==> src/rtl/alu_mem_pkg.sv <==
// Shared definitions for the ALU_Memory burst sequencer: FSM encoding and ALU op codes.
package alu_mem_pkg;

    typedef enum logic [1:0] {
        ST_IDLE  = 2'd0,
        ST_WRITE = 2'd1,
        ST_READ  = 2'd2,
        ST_DONE  = 2'd3
    } state_e;

    localparam logic [2:0] SEL_AND = 3'b000;
    localparam logic [2:0] SEL_OR  = 3'b001;
    localparam logic [2:0] SEL_ADD = 3'b010;
    localparam logic [2:0] SEL_SUB = 3'b110;
    localparam logic [2:0] SEL_SLT = 3'b111;

endpackage

==> src/rtl/beat_counter.sv <==
// Beat index within a burst; last_o flags the final beat of the latched count.
module beat_counter #(
    parameter int AW = 5
) (
    input  logic          clk,
    input  logic          rst_n,
    input  logic          clr_i,
    input  logic          inc_i,
    input  logic [AW-1:0] limit_i,
    output logic [AW-1:0] beat_o,
    output logic          last_o
);

    logic [AW-1:0] beat_q;

    always_ff @(posedge clk or negedge rst_n) begin
        if (!rst_n) begin
            beat_q <= '0;
        end else if (clr_i) begin
            beat_q <= '0;
        end else if (inc_i) begin
            beat_q <= beat_q + AW'(1);
        end
    end

    assign beat_o = beat_q;
    assign last_o = (beat_q == limit_i);

endmodule

==> src/rtl/alu_mem_sequencer.sv <==
// Drives write/read beat pairs into ALU_Memory, collecting each read-back result
// and tallying zero results over a burst.
//
// state    | meaning
// ST_IDLE  | waiting for Start; command registers load on acceptance
// ST_WRITE | Ewr=1 for the current beat
// ST_READ  | Ewr=0, same address/operands; Mout captured at end of cycle
// ST_DONE  | Done pulse alongside the final ResultValid
module alu_mem_sequencer
    import alu_mem_pkg::*;
#(
    parameter int WIDTH = 32,
    parameter int AW    = 5
) (
    input  logic             clk,
    input  logic             rst_n,
    input  logic             Start,
    input  logic [2:0]       SelIn,
    input  logic [WIDTH-1:0] Op1In,
    input  logic [WIDTH-1:0] Op2In,
    input  logic [AW-1:0]    DirIn,
    input  logic [AW-1:0]    CountIn,
    output logic             Ewr,
    output logic [AW-1:0]    Dir,
    output logic [2:0]       Sel,
    output logic [WIDTH-1:0] Op1,
    output logic [WIDTH-1:0] Op2,
    input  logic [WIDTH-1:0] Mout,
    input  logic             Zeroflag,
    output logic             Busy,
    output logic             ResultValid,
    output logic             Done,
    output logic [WIDTH-1:0] Result,
    output logic [AW:0]      ZeroCount
);

    state_e           state_q, state_d;
    logic [2:0]       sel_q;
    logic [WIDTH-1:0] op1_q, op2_q, result_q;
    logic [AW-1:0]    base_q, count_q;
    logic [AW:0]      zc_q;
    logic             rv_q;
    logic [AW-1:0]    beat;
    logic             last_beat;
    logic             accept;
    logic             read_end;

    assign accept   = (state_q == ST_IDLE) && Start;
    assign read_end = (state_q == ST_READ);

    beat_counter #(.AW(AW)) u_beat (
        .clk     (clk),
        .rst_n   (rst_n),
        .clr_i   (accept),
        .inc_i   (read_end && !last_beat),
        .limit_i (count_q),
        .beat_o  (beat),
        .last_o  (last_beat)
    );

    always_ff @(posedge clk or negedge rst_n) begin
        if (!rst_n) begin
            state_q <= ST_IDLE;
        end else begin
            state_q <= state_d;
        end
    end

    always_comb begin
        state_d = state_q;
        case (state_q)
            ST_IDLE:  if (Start) state_d = ST_WRITE;
            ST_WRITE: state_d = ST_READ;
            ST_READ:  state_d = last_beat ? ST_DONE : ST_WRITE;
            ST_DONE:  state_d = ST_IDLE;
            default:  state_d = ST_IDLE;
        endcase
    end

    always_ff @(posedge clk or negedge rst_n) begin
        if (!rst_n) begin
            sel_q    <= '0;
            op1_q    <= '0;
            op2_q    <= '0;
            base_q   <= '0;
            count_q  <= '0;
            result_q <= '0;
            zc_q     <= '0;
            rv_q     <= 1'b0;
        end else begin
            rv_q <= read_end;
            if (accept) begin
                sel_q   <= SelIn;
                op1_q   <= Op1In;
                op2_q   <= Op2In;
                base_q  <= DirIn;
                count_q <= CountIn;
                zc_q    <= '0;
            end
            if (read_end) begin
                result_q <= Mout;
                if (Zeroflag) zc_q <= zc_q + (AW+1)'(1);
            end
        end
    end

    // Address and Op2 track the beat combinationally so READ sees the WRITE values.
    assign Ewr         = (state_q == ST_WRITE);
    assign Dir         = base_q + beat;
    assign Sel         = sel_q;
    assign Op1         = op1_q;
    assign Op2         = op2_q + WIDTH'(beat);
    assign Busy        = (state_q != ST_IDLE);
    assign Done        = (state_q == ST_DONE);
    assign ResultValid = rv_q;
    assign Result      = result_q;
    assign ZeroCount   = zc_q;

endmodule

==> config.mk <==
export PLATFORM = sky130hd
export DESIGN_NAME = alu_mem_sequencer
export DESIGN_NICKNAME = d
export VERILOG_FILES = /design/src/rtl/alu_mem_pkg.sv /design/src/rtl/beat_counter.sv /design/src/rtl/alu_mem_sequencer.sv
export SDC_FILE = /design/constraint.sdc
export NUM_CORES = 1
export LEC_CHECK = 0
export ABC_CLOCK_PERIOD_IN_PS = 4700
export CAP_MARGIN = 40
export CELL_PAD_IN_SITES_DETAIL_PLACEMENT = 0
export CELL_PAD_IN_SITES_GLOBAL_PLACEMENT = 1
export CORE_ASPECT_RATIO = 0.6
export CORE_UTILIZATION = 36
export CTS_BUF_LIST = sky130_fd_sc_hd__clkbuf_4 sky130_fd_sc_hd__clkbuf_8
export DETAILED_ROUTE_END_ITERATION = 6
export PLACE_DENSITY = 0.95
export SETUP_SLACK_MARGIN = 0.2
export SLEW_MARGIN = 20
export SYNTH_ARGS = -nofsm -noshare
export SYNTH_HDL_FRONTEND = slang
export SYNTH_SLANG_ARGS = --single-unit
==> constraint.sdc <==
create_clock -name clk -period 4.7 [get_ports clk]
set_input_delay 0.47 -clock clk [delete_from_list [all_inputs] [get_ports clk]]
set_output_delay 0.47 -clock clk [all_outputs]
set_load 0.005 [all_outputs]
==> impl_metrics.csv <==
group,metric,value,unit
detailed_routing,wl_per_cell,15.5,um
setup_path,arrival,3330,ps
hold_path,hold_class,"in2async",
sta,hold_ws,37.5,ps
placed_design,placed_cell_area,8260,um2
detailed_routing,vias_per_cell,4.68,
setup_path,path_delay_family,"compound AO/OA/AOI/OAI gates",
setup_path,cp_num_buf_inv,1,
sta,period_share,80.9,%
run_status,status,"complete, but fails checks",
yosys,synth-edff-count,0,
yosys,syn_nets,711,
placed_design,gp_congestion,0.806,
yosys,synth_top_cell_by_area,"dfrtp_1",
cts,cts_buffers,17,
layout,layout.cells.most_common_list,"nand2_1, clkdlybuf4s50_1, dfrtp_1",
setup_path,critPathKind,"reg2out",
sta,fin_worst_skew,10.2,ps
setup_path,cp_max_fo,14,
floorplanning,die_x,166,um
yosys,synthArstFlopShare,100,%
yosys,synth_sequential_area_ratio,53.1,%
global_routing,grt_pass1_wl,26000,um
layout,drive_gt1_share,11.1,%
global_routing,grt_overflow,0,
layout,area_growth,49.0,%
cts,cts_sinks,123,
global_routing,grt_max_degree,73,
setup_path,slowest_delay,640,ps
sta,setup_viol,0,
yosys,synth_area_per_cell,9.90,um2
layout,final_common_cell,"nand2_1",
detailed_routing,drc_errors,11,
cts,cts_tree,"yes",
floorplanning,die_h,100,um
cts,post_cts_buffers,0,
power,power.density,606,nW/um2
global_routing,track_usage,20.0,%
detailed_routing,antenna_left,0,
floorplanning,start_util,37.3,%
sta,final-hold-violation-count,0,
cts,cts_hold_buf,0,
layout,fin_nets,937,
sta,slew_headroom,49.5,%
detailed_routing,vias,4797,
yosys,synth_top_area_share,53.1,%
floorplanning,core_area,15500,um2
sta,setup_tns,0,ps
yosys,synth_top_flop_cell,"dfrtp_1",
detailed_routing,totalWireLength,15900,um
global_routing,grt_pass1_vias,4899,
sta,tightest_slew,758,ps
floorplanning,rows,35,
power,irDropWorstVdd,246,uV
layout,fillers,1397,
floorplanning,dieArea,16600,um2
yosys,ys_ff_latch,123,
yosys,synth_warnings,0,
placed_design,numPortBuffers,226,
run_status,violations,"DRC",
cts,cts_resized,0,
power,p_leak,3.99,nW
detailed_routing,drtIter0Drc,254,
cts,root_buffer,"clkbuf_8",
cts,clockBufferDepth,2,
setup_path,cp.required,4230,ps
placed_design,dpl.hpwl,11400,um
sta,rsz0062_at_grt,"no",
run,cap_viol_max_count,0,
sta,fmax,263,MHz
power,total_power,5.23,mW
yosys,syn_inst,585,
setup_path,crit_chain,"ha_1 -> a21o_1 -> nand4_2 -> a2111oi_4 -> xor2_1 -> clkdlybuf4s50_1",
setup_path,cp-start-kind,"register",
yosys,syn-cell-area,5790,um2
setup_path,slowest_stage,"a2111oi_4",
layout,final_core_util,55.5,%
yosys,synthTopCellsByArea,"dfrtp_1, nand2_1, mux2_2",
setup_path,end_kind,"output pin",
sta,finalMaxSlewViolations,0,
yosys,synth_cell_types,43,
layout,final_area,8630,um2
floorplanning,ios,227,
sta,fin_crit,3800,ps
global_routing,antenna_found_initial,0,
detailed_routing,first_pass_iters,7,
cts,htreeDepth,4,
layout,antenna_cells,0,
cts,cts.clk_slew.worst_paths,80,ps
cts,clk_latency,420,ps
-- layout make-up --
type                    instances  area [um2]  share of cell area (%)
clock buffers                  17         234                    2.71
clock inverters                14         138                    1.59
inverters                       8        30.0                   0.348
multi-input cells             427        2570                    29.8
flip-flops and latches        123        3080                    35.7
well taps                     203         254                    2.94
repair buffers                234        2320                    26.9
-- flip-flops by register name, indices dropped and copies added, names as in the netlist --
register / cells
state_q: 2
Sel: 3
op2_q: 32
count_q: 5
u_beat.beat_o: 5
base_q: 5
ResultValid: 1
Op1: 32
ZeroCount: 6
Result: 32
-- synth_stat cells, types with 2 or more instances --
cell,count
fa_1,2
a211oi_1,3
xor2_1,25
nor2b_1,2
inv_1,8
clkbuf_1,18
mux2_2,32
a2111oi_4,3
nor2_1,6
a21o_1,6
nand2_1,242
buf_6,2
a21oi_1,9
o211ai_1,2
and2_1,3
nor3_1,3
o21ai_0,10
ha_1,11
nand4_2,2
xnor2_1,13
nor3b_1,2
dfrtp_1,123
nor4_1,5
and3_1,2
nand4_1,5
buf_2,7
and4_1,4
mux2i_1,6
a2111oi_2,5
nand3_1,11
-- worst paths after layout --
path	start	endpoint	slack [ps]	cells after the start
min	rst_n	op2_q[11]	40	1
max	u_beat.beat_o[1]	Op2[31]	900	6
min in group clk	Op1[20]	Op1[20]	470	2
max reg2reg	state_q[0]	u_beat.beat_o[1]	2660	5
min reg2reg	Op1[20]	Op1[20]	470	2
max in group asynchronous	rst_n	Result[2]	3710	2
-- per-layer routing --
metal	routed length (um)	track usage, %
met1	7450	27.0
met2	6830	29.7
met3	1550	8.60
met4	53	4.39
met5	0	0
-- per-stage QoR --
stage                     worst slack, ps  std cells
after floorplan                      2190        585
after global placement               1450        994
after detailed placement             1350        995
after CTS                             866       1026
after global routing                  708       1026
final                                 898       1026
-- worst reg2reg max path, cell delays in order, from the launching register on --
cell     delay [ps]
dfrtp_1         480
nor2_1          100
nand2_2         560
buf_4           570
nand2_1         120
mux2i_1         150
-- logic make-up (layout without fill, tap and decap cells) --
group | count (synthesis) | after routing | synth area share [%]
XOR/XNOR | 38 | 38 | 5.75
buffers and inverters | 35 | 273 | 2.68
multiplexers | 38 | 38 | 7.26
adder cells (fa/ha/maj) | 13 | 13 | 3.07
AND/OR/NAND/NOR | 294 | 294 | 21.5
flip-flops | 123 | 123 | 53.1
AO/OA/AOI/OAI | 44 | 44 | 6.63
-- power by group --
group / switching (mW) / internal (mW) / leakage [nW] / total [mW]
clock: 0.468 / 0.428 / 0.190 / 0.896
combinational: 0.972 / 1.43 / 2.28 / 2.40
sequential: 0.388 / 1.55 / 1.52 / 1.94
total: 1.83 / 3.40 / 3.99 / 5.23
Note: power is estimated with default switching activity, not from simulation.
